==> src/rtl/sub_16_serial.sv <==
// Bit-serial 16-bit subtractor: one full-subtractor cell resolves one bit per clock, LSB first.
// Results and flags are registered and change only when an operation completes.
module sub_16_serial (
  input  logic        CLK,
  input  logic        RST_N,
  input  logic        START,
  input  logic [15:0] IN0,
  input  logic [15:0] IN1,
  input  logic        BIN,
  output logic        BUSY,
  output logic        DONE,
  output logic [15:0] DIFF,
  output logic        BOUT,
  output logic        ZERO,
  output logic        NEG,
  output logic        OVF
);

  typedef enum logic [1:0] {S_IDLE, S_SHIFT, S_DONE} state_t;

  state_t      state_q, state_d;
  logic [15:0] a_q, a_d, b_q, b_d;
  logic [14:0] res_q, res_d;
  logic [3:0]  cnt_q, cnt_d;
  logic        br_q, br_d;
  logic        busy_q, busy_d, done_q, done_d;
  logic [15:0] diff_q, diff_d;
  logic        bout_q, bout_d, zero_q, zero_d, neg_q, neg_d, ovf_q, ovf_d;

  logic        bit_a, bit_b, bit_d, br_nx;
  logic [15:0] full_res;

  always_comb begin
    bit_a    = a_q[0];
    bit_b    = b_q[0];
    bit_d    = bit_a ^ bit_b ^ br_q;
    br_nx    = (~bit_a & bit_b) | (~(bit_a ^ bit_b) & br_q);
    // On the last bit the result register holds bits 0..14; bit 15 is still on the cell output.
    full_res = {bit_d, res_q};

    state_d = state_q;
    a_d     = a_q;
    b_d     = b_q;
    res_d   = res_q;
    cnt_d   = cnt_q;
    br_d    = br_q;
    busy_d  = busy_q;
    done_d  = 1'b0;
    diff_d  = diff_q;
    bout_d  = bout_q;
    zero_d  = zero_q;
    neg_d   = neg_q;
    ovf_d   = ovf_q;

    case (state_q)
      S_IDLE, S_DONE: begin
        if (START) begin
          a_d     = IN0;
          b_d     = IN1;
          br_d    = BIN;
          res_d   = 15'd0;
          cnt_d   = 4'd0;
          busy_d  = 1'b1;
          state_d = S_SHIFT;
        end else begin
          state_d = S_IDLE;
        end
      end
      S_SHIFT: begin
        a_d   = {1'b0, a_q[15:1]};
        b_d   = {1'b0, b_q[15:1]};
        br_d  = br_nx;
        res_d = {bit_d, res_q[14:1]};
        cnt_d = cnt_q + 4'd1;
        if (cnt_q == 4'd15) begin
          state_d = S_DONE;
          busy_d  = 1'b0;
          done_d  = 1'b1;
          diff_d  = full_res;
          bout_d  = br_nx;
          zero_d  = (full_res == 16'd0);
          neg_d   = bit_d;
          // Operand sign bits are the last bits to reach the cell.
          ovf_d   = (bit_a != bit_b) && (bit_d != bit_a);
        end
      end
      default: state_d = S_IDLE;
    endcase
  end

  always_ff @(posedge CLK or negedge RST_N) begin
    if (!RST_N) begin
      state_q <= S_IDLE;
      a_q     <= 16'd0;
      b_q     <= 16'd0;
      res_q   <= 15'd0;
      cnt_q   <= 4'd0;
      br_q    <= 1'b0;
      busy_q  <= 1'b0;
      done_q  <= 1'b0;
      diff_q  <= 16'd0;
      bout_q  <= 1'b0;
      zero_q  <= 1'b0;
      neg_q   <= 1'b0;
      ovf_q   <= 1'b0;
    end else begin
      state_q <= state_d;
      a_q     <= a_d;
      b_q     <= b_d;
      res_q   <= res_d;
      cnt_q   <= cnt_d;
      br_q    <= br_d;
      busy_q  <= busy_d;
      done_q  <= done_d;
      diff_q  <= diff_d;
      bout_q  <= bout_d;
      zero_q  <= zero_d;
      neg_q   <= neg_d;
      ovf_q   <= ovf_d;
    end
  end

  assign BUSY = busy_q;
  assign DONE = done_q;
  assign DIFF = diff_q;
  assign BOUT = bout_q;
  assign ZERO = zero_q;
  assign NEG  = neg_q;
  assign OVF  = ovf_q;

endmodule

==> config.mk <==
export PLATFORM = sky130hd
export DESIGN_NAME = sub_16_serial
export DESIGN_NICKNAME = d
export VERILOG_FILES = /design/src/rtl/sub_16_serial.sv
export SDC_FILE = /design/constraint.sdc
export NUM_CORES = 1
export LEC_CHECK = 0
export CAP_MARGIN = 20
export CORE_MARGIN = 2
export CORE_UTILIZATION = 47
export CTS_CLUSTER_DIAMETER = 40
export DETAILED_ROUTE_END_ITERATION = 16
export GPL_TIMING_DRIVEN = 0
export PLACE_DENSITY_LB_ADDON = 0.05
export SETUP_SLACK_MARGIN = 0.2
export SLEW_MARGIN = 0
export SYNTH_ARGS = -nofsm -noshare
export SYNTH_HDL_FRONTEND = slang
export SYNTH_SLANG_ARGS = --single-unit
==> constraint.sdc <==
create_clock -name CLK -period 1.66 [get_ports CLK]
set_clock_uncertainty 0.1 [all_clocks]
set_input_delay 0.332 -clock CLK [delete_from_list [all_inputs] [get_ports CLK]]
set_output_delay 0.332 -clock CLK [all_outputs]
set_load 0.1 [all_outputs]
* After elaboration in Yosys (flattened, before gate mapping)
Index checks and enable logic that the tools add are counted.
Cells by class: $add $sub $neg 1, eq/ne operators 7, muxes and demuxes 18, bitwise logic cells 7, reductions and logical operators 8
Operator list (number):
- case mux 16 bit (2 select lines) | 2
- 2-to-1 mux 16 bit | 2
- case mux 15 bit (2 select lines) | 1
- zero test 16 bit | 1
- 2-to-1 mux 15 bit | 1
- case mux 4 bit (2 select lines) | 1
- 2-to-1 mux 1 bit | 6
- adder 4 x 1 -> 4 bit (second input constant) | 1
- == test 4 bit (second input constant) | 1
- 2-to-1 mux 4 bit | 1
- inequality test 2 bit (second input constant) | 2
- case mux 1 bit (2 select lines) | 2
- case mux 2 bit (2 select lines) | 1
- AND reduction 2 bit | 2
- AND reduction 3 bit | 1
- AND 1 bit | 2
- == test 2 x 1 -> 1 bit (second input constant) | 1
- == test 2 bit (second input constant) | 1
- zero test 2 bit | 1
- 2-to-1 mux 2 bit | 1
- inequality test 1 bit | 2
- NOT 1 bit | 2
- nonzero test 2 bit | 1
- OR reduction 2 bit | 1
- other kinds (3) | 4
Storage, ports and cells: register bits 76, bits of input ports 36, output and inout bits 22, word-level logic and storage cells 54

* Depth between registers and ports, before layout
depth after elaboration 5, mapped depth 5

* Least setup slack after synthesis
OpenSTA, ideal clock, no wires.
path kind register to output, start point register diff_q[15] (netlist: DIFF[15]), end point output DIFF[15], data arrival time 1.335 ns, path slack -0.107 ns, cell stages (with the launch flop) 2, path through dfrtp_1 buf_4
RTL lines:
- from (decl) | line 27 | logic [15:0] diff_q, diff_d;
- from (signal assigned) | line 115 | diff_q <= diff_d;
- to (decl) | line 12 | output logic [15:0] DIFF,
No word-level cell between the ends.

* Final worst setup path
start point register br_q, end point register zero_q (netlist: ZERO)
Between the ends: longest elaborated chain between the ends 2
RTL lines:
- from (decl) | line 25 | logic br_q, br_d;
- from (signal assigned) | line 112 | br_q <= br_d;
- XOR 1 bit | line 36 | bit_d = bit_a ^ bit_b ^ br_q;
- zero test 16 bit | line 81 | zero_d = (full_res == 16'd0);
- to (signal assigned) | line 117 | zero_q <= zero_d;
- to (decl) | line 28 | logic bout_q, bout_d, zero_q, zero_d, neg_q, neg_d, ovf_q, ovf_d;
No other way between the ends. A chain may end at the register's enable or synchronous reset.

==> impl_results.md <==
* Vias at 2368
* Synthesized area per cell at 12.0 um^2
* Ys async rst share at 1.00
* Max_slew headroom at 0.767
* IO Pins at 58
* EDFF count, synth at 0
* Data required time at the worst endpoint at 1.80 ns
* Clk Latency, worst-skew pair at 0.33 ns
* Worst Path Arrival at 1.90 ns
* Worst Path Max Fanout at 2
* Dpl ws at -0.338 ns
* Port Buf Inserts at 57
* CTS H-tree lvls at 3
* FF+latch area at 0.00188 mm^2
* Setup CP Type: flop to flop
* Clk Tree Root Cell: clkbuf_8
* Cell area after synthesis at 0.00312 mm^2
* Detail Route Antenna Nets at 0
* Initial antenna violation count at 0
* Crit path max-delay cell type: fa_2
* Ant diodes at 0
* Overflow after GRT at 0
* Nets at 387
* Hold crit path type: input pin to asynchronous set/reset pin
* Finished Cell Area at 0.00439 mm^2
* Die X-Extent at 85.5 um
* Worst vdd ir at 1790 uV
* Initial Util at 0.489
* Commonest register cell after synthesis: dfrtp_1
* Core Area at 0.00639 mm^2
* GPL Wtd Cong at 0.742
* Cells after Synth at 259
* DP Area at 0.00385 mm^2
* YS warnings at 0
* Row cnt at 29
* TritonCTS clock tree: done
* Failing checks: setup timing
* First-pass GRT wire length at 11400 um
* Drt first pass iters at 4
* Initial DRC count at 120
* Fmax at 0.568 GHz
* CP max stage delay at 0.60 ns
* Max-cap violations at 0
* Setup slack after layout at -0.101 ns
* Max-slew violations at 0
* DIE HEIGHT at 85.5 um
* Number of global-route vias before repair at 2371
* Outcome: finished with violations
* Setup crit start kind: flop
* Area of the multi-input gates at 0.00124 mm^2
* Die footprint at 0.00731 mm^2
* Layout cell share with drive strength beyond 1 at 0.320
* Hpwl dp at 4450 um
* GRT Overall Usage at 0.199
* RSZ-0062 raised after global routing: true
* Largest net degree at the start of global routing at 51
* Clock period minus final worst setup slack at 1.76 ns
* Power Dens Cells at 2270 mW/mm^2
* CP Cell Sequence: fa_2 > nor4b_4 > nand4_1 > o31ai_1
* Total CTS buffers at 9
* Vias per cell at 5.51
* Routed WL at 6810 um
* Clock Sinks at 75
* Library cells used by synthesis at 31
* Worst Max-Slew Pin Slew at 0.350 ns
* Clock buffer depth at 2
* Worst-path clk slew at 0.08 ns
* Critical Path Sink Type: flop
* Final setup vio count at 3
* Final Hold Violating Endpoints at 0
* # DRC at 0
* Leakage power at 2.08 nW
* #FFs+latches synth at 75
* Final period util at 1.06
* Fillers at 504
* Routed WL per cell at 15.8 um
* Area grow syn2layout at 40.7%
* Net Count, Synth at 298
* Tot Pwr at 9.96 mW
* Sequential fraction of the synthesis area at 0.601
-- layout by cell type (no fill, tap or decap), types with 2 or more instances in the layout --
master and instances:
nor2_1 3, mux2i_1 2, mux2_4 16, nand2b_1 2
clkdlybuf4s50_1 34, a22oi_2 5, clkinv_4 2, clkbuf_8 9
buf_6 15, a22oi_1 25, nand3_1 31, clkbuf_4 2
clkinv_2 3, nand4_1 2, nor4_1 3, clkbuf_2 6
dfrtp_1 74, bufinv_16 2, o21ai_0 4, nand2_1 33
buf_12 3, a22o_1 18, buf_4 36, nor2b_1 2
-- area by class of cell --
| class | count | area share |
|---|---|---|
| sequential | 75 | 0.428 |
| multi-input combinational | 161 | 0.283 |
| timing repair buffer | 78 | 0.175 |
| buffer | 22 | 0.0416 |
| clock buffer | 9 | 0.0282 |
| tap | 77 | 0.0219 |
| clock inverter | 7 | 0.0211 |
| inverter | 1 | 0.000855 |
-- through the flow --
stage | util | setup TNS (ns) | hold slack, ns | instances
floorplan | - | 0 | -0.0636 | 259
global placement | 0.599 | -196.78 | 0.367 | 393
detailed placement | 0.603 | -12.50 | 0.166 | 394
CTS | 0.663 | -0.151 | 0.338 | 423
global route | 0.688 | -0.401 | 0.362 | 430
finish | 0.688 | -0.227 | 0.334 | 430
-- worst max-delay path: cells and delay by family, from the launching register on --
family,cells,cell delay [ns]
flip-flops,1,0.40
AO/OA/AOI/OAI,1,0.22
adder cells (fa/ha/maj),1,0.60
AND/OR/NAND/NOR,2,0.36
-- flip-flops by register name (all words and copies together), names as in the netlist --
| register | count |
|---|---|
| ZERO | 1 |
| state_q | 2 |
| res_q | 15 |
| OVF | 1 |
| BUSY | 1 |
| cnt_q | 4 |
| DONE | 1 |
| DIFF | 16 |
| br_q | 1 |
| BOUT | 1 |
| a_q | 16 |
| b_q | 16 |
-- worst paths after layout --
kind / from / endpoint / slack, ns / cells past startpoint
worst max-delay path: br_q / ZERO / -0.10 / 4
worst max register to register: br_q / ZERO / -0.10 / 4
worst min-delay path: RST_N / DIFF[10] / 0.33 / 2
worst min register to register: b_q[12] / b_q[12] / 0.41 / 2
max in group asynchronous: RST_N / DIFF[15] / 0.56 / 3
min in group CLK: b_q[12] / b_q[12] / 0.41 / 2
-- synth_stat cells, types with 2 or more instances --
cell      instances  area, um^2
nor4_1            3        18.8
o21ai_0           4        20.0
mux2_1            8        90.1
nand3_1          31         155
nand2_1          33         124
a22o_1           18         158
o31ai_1           2        15.0
nor2_1            3        11.3
clkbuf_1          6        22.5
mux2_2            8        90.1
ha_1              2        25.0
nand4_1           2        12.5
dfrtp_1          75        1880
a22oi_1          30         225
buf_4             4        30.0
buf_6             2        22.5
buf_2            10        50.1
nand2b_1          2        12.5
nor2b_1           3        18.8
mux2i_1           2        20.0
-- logic make-up (layout without fill, tap and decap cells) --
logic type / after synthesis / count (layout) / share of synthesized area
adder cells (fa/ha/maj): 3 / 3 / 0.0144
multiplexers: 18 / 18 / 0.0642
buffers and inverters: 23 / 117 / 0.0413
XOR/XNOR: 1 / 1 / 0.00281
flip-flops: 75 / 75 / 0.601
AO/OA/AOI/OAI: 57 / 57 / 0.143
AND/OR/NAND/NOR: 82 / 82 / 0.133
-- layer usage --
metal / up-vias / global-route usage / routed length (um)
li1: 1120 / - / -
met1: 1189 / 0.282 / 3110
met2: 54 / 0.310 / 3390
met3: 5 / 0.0311 / 269
met4: 0 / 0.0750 / 46
met5: - / 0 / 0
-- power breakdown --
part           internal, mW  total, mW  switching (mW)
combinational          2.16       5.23            3.07
clock                 0.844       1.51           0.662
sequential             2.62       3.23           0.611
-- timing repair --
item                                    in CTS  in global routing
pin swaps                                    3                  2
hold endpoints to repair                    25                  0
hold buffers                                 1                  0
gates resized for setup                    155                 41
endpoints found under the setup margin      56                 70
buffers inserted                            11                  7
cloned                                       1                  0
Note: power is estimated with default switching activity, not from simulation.
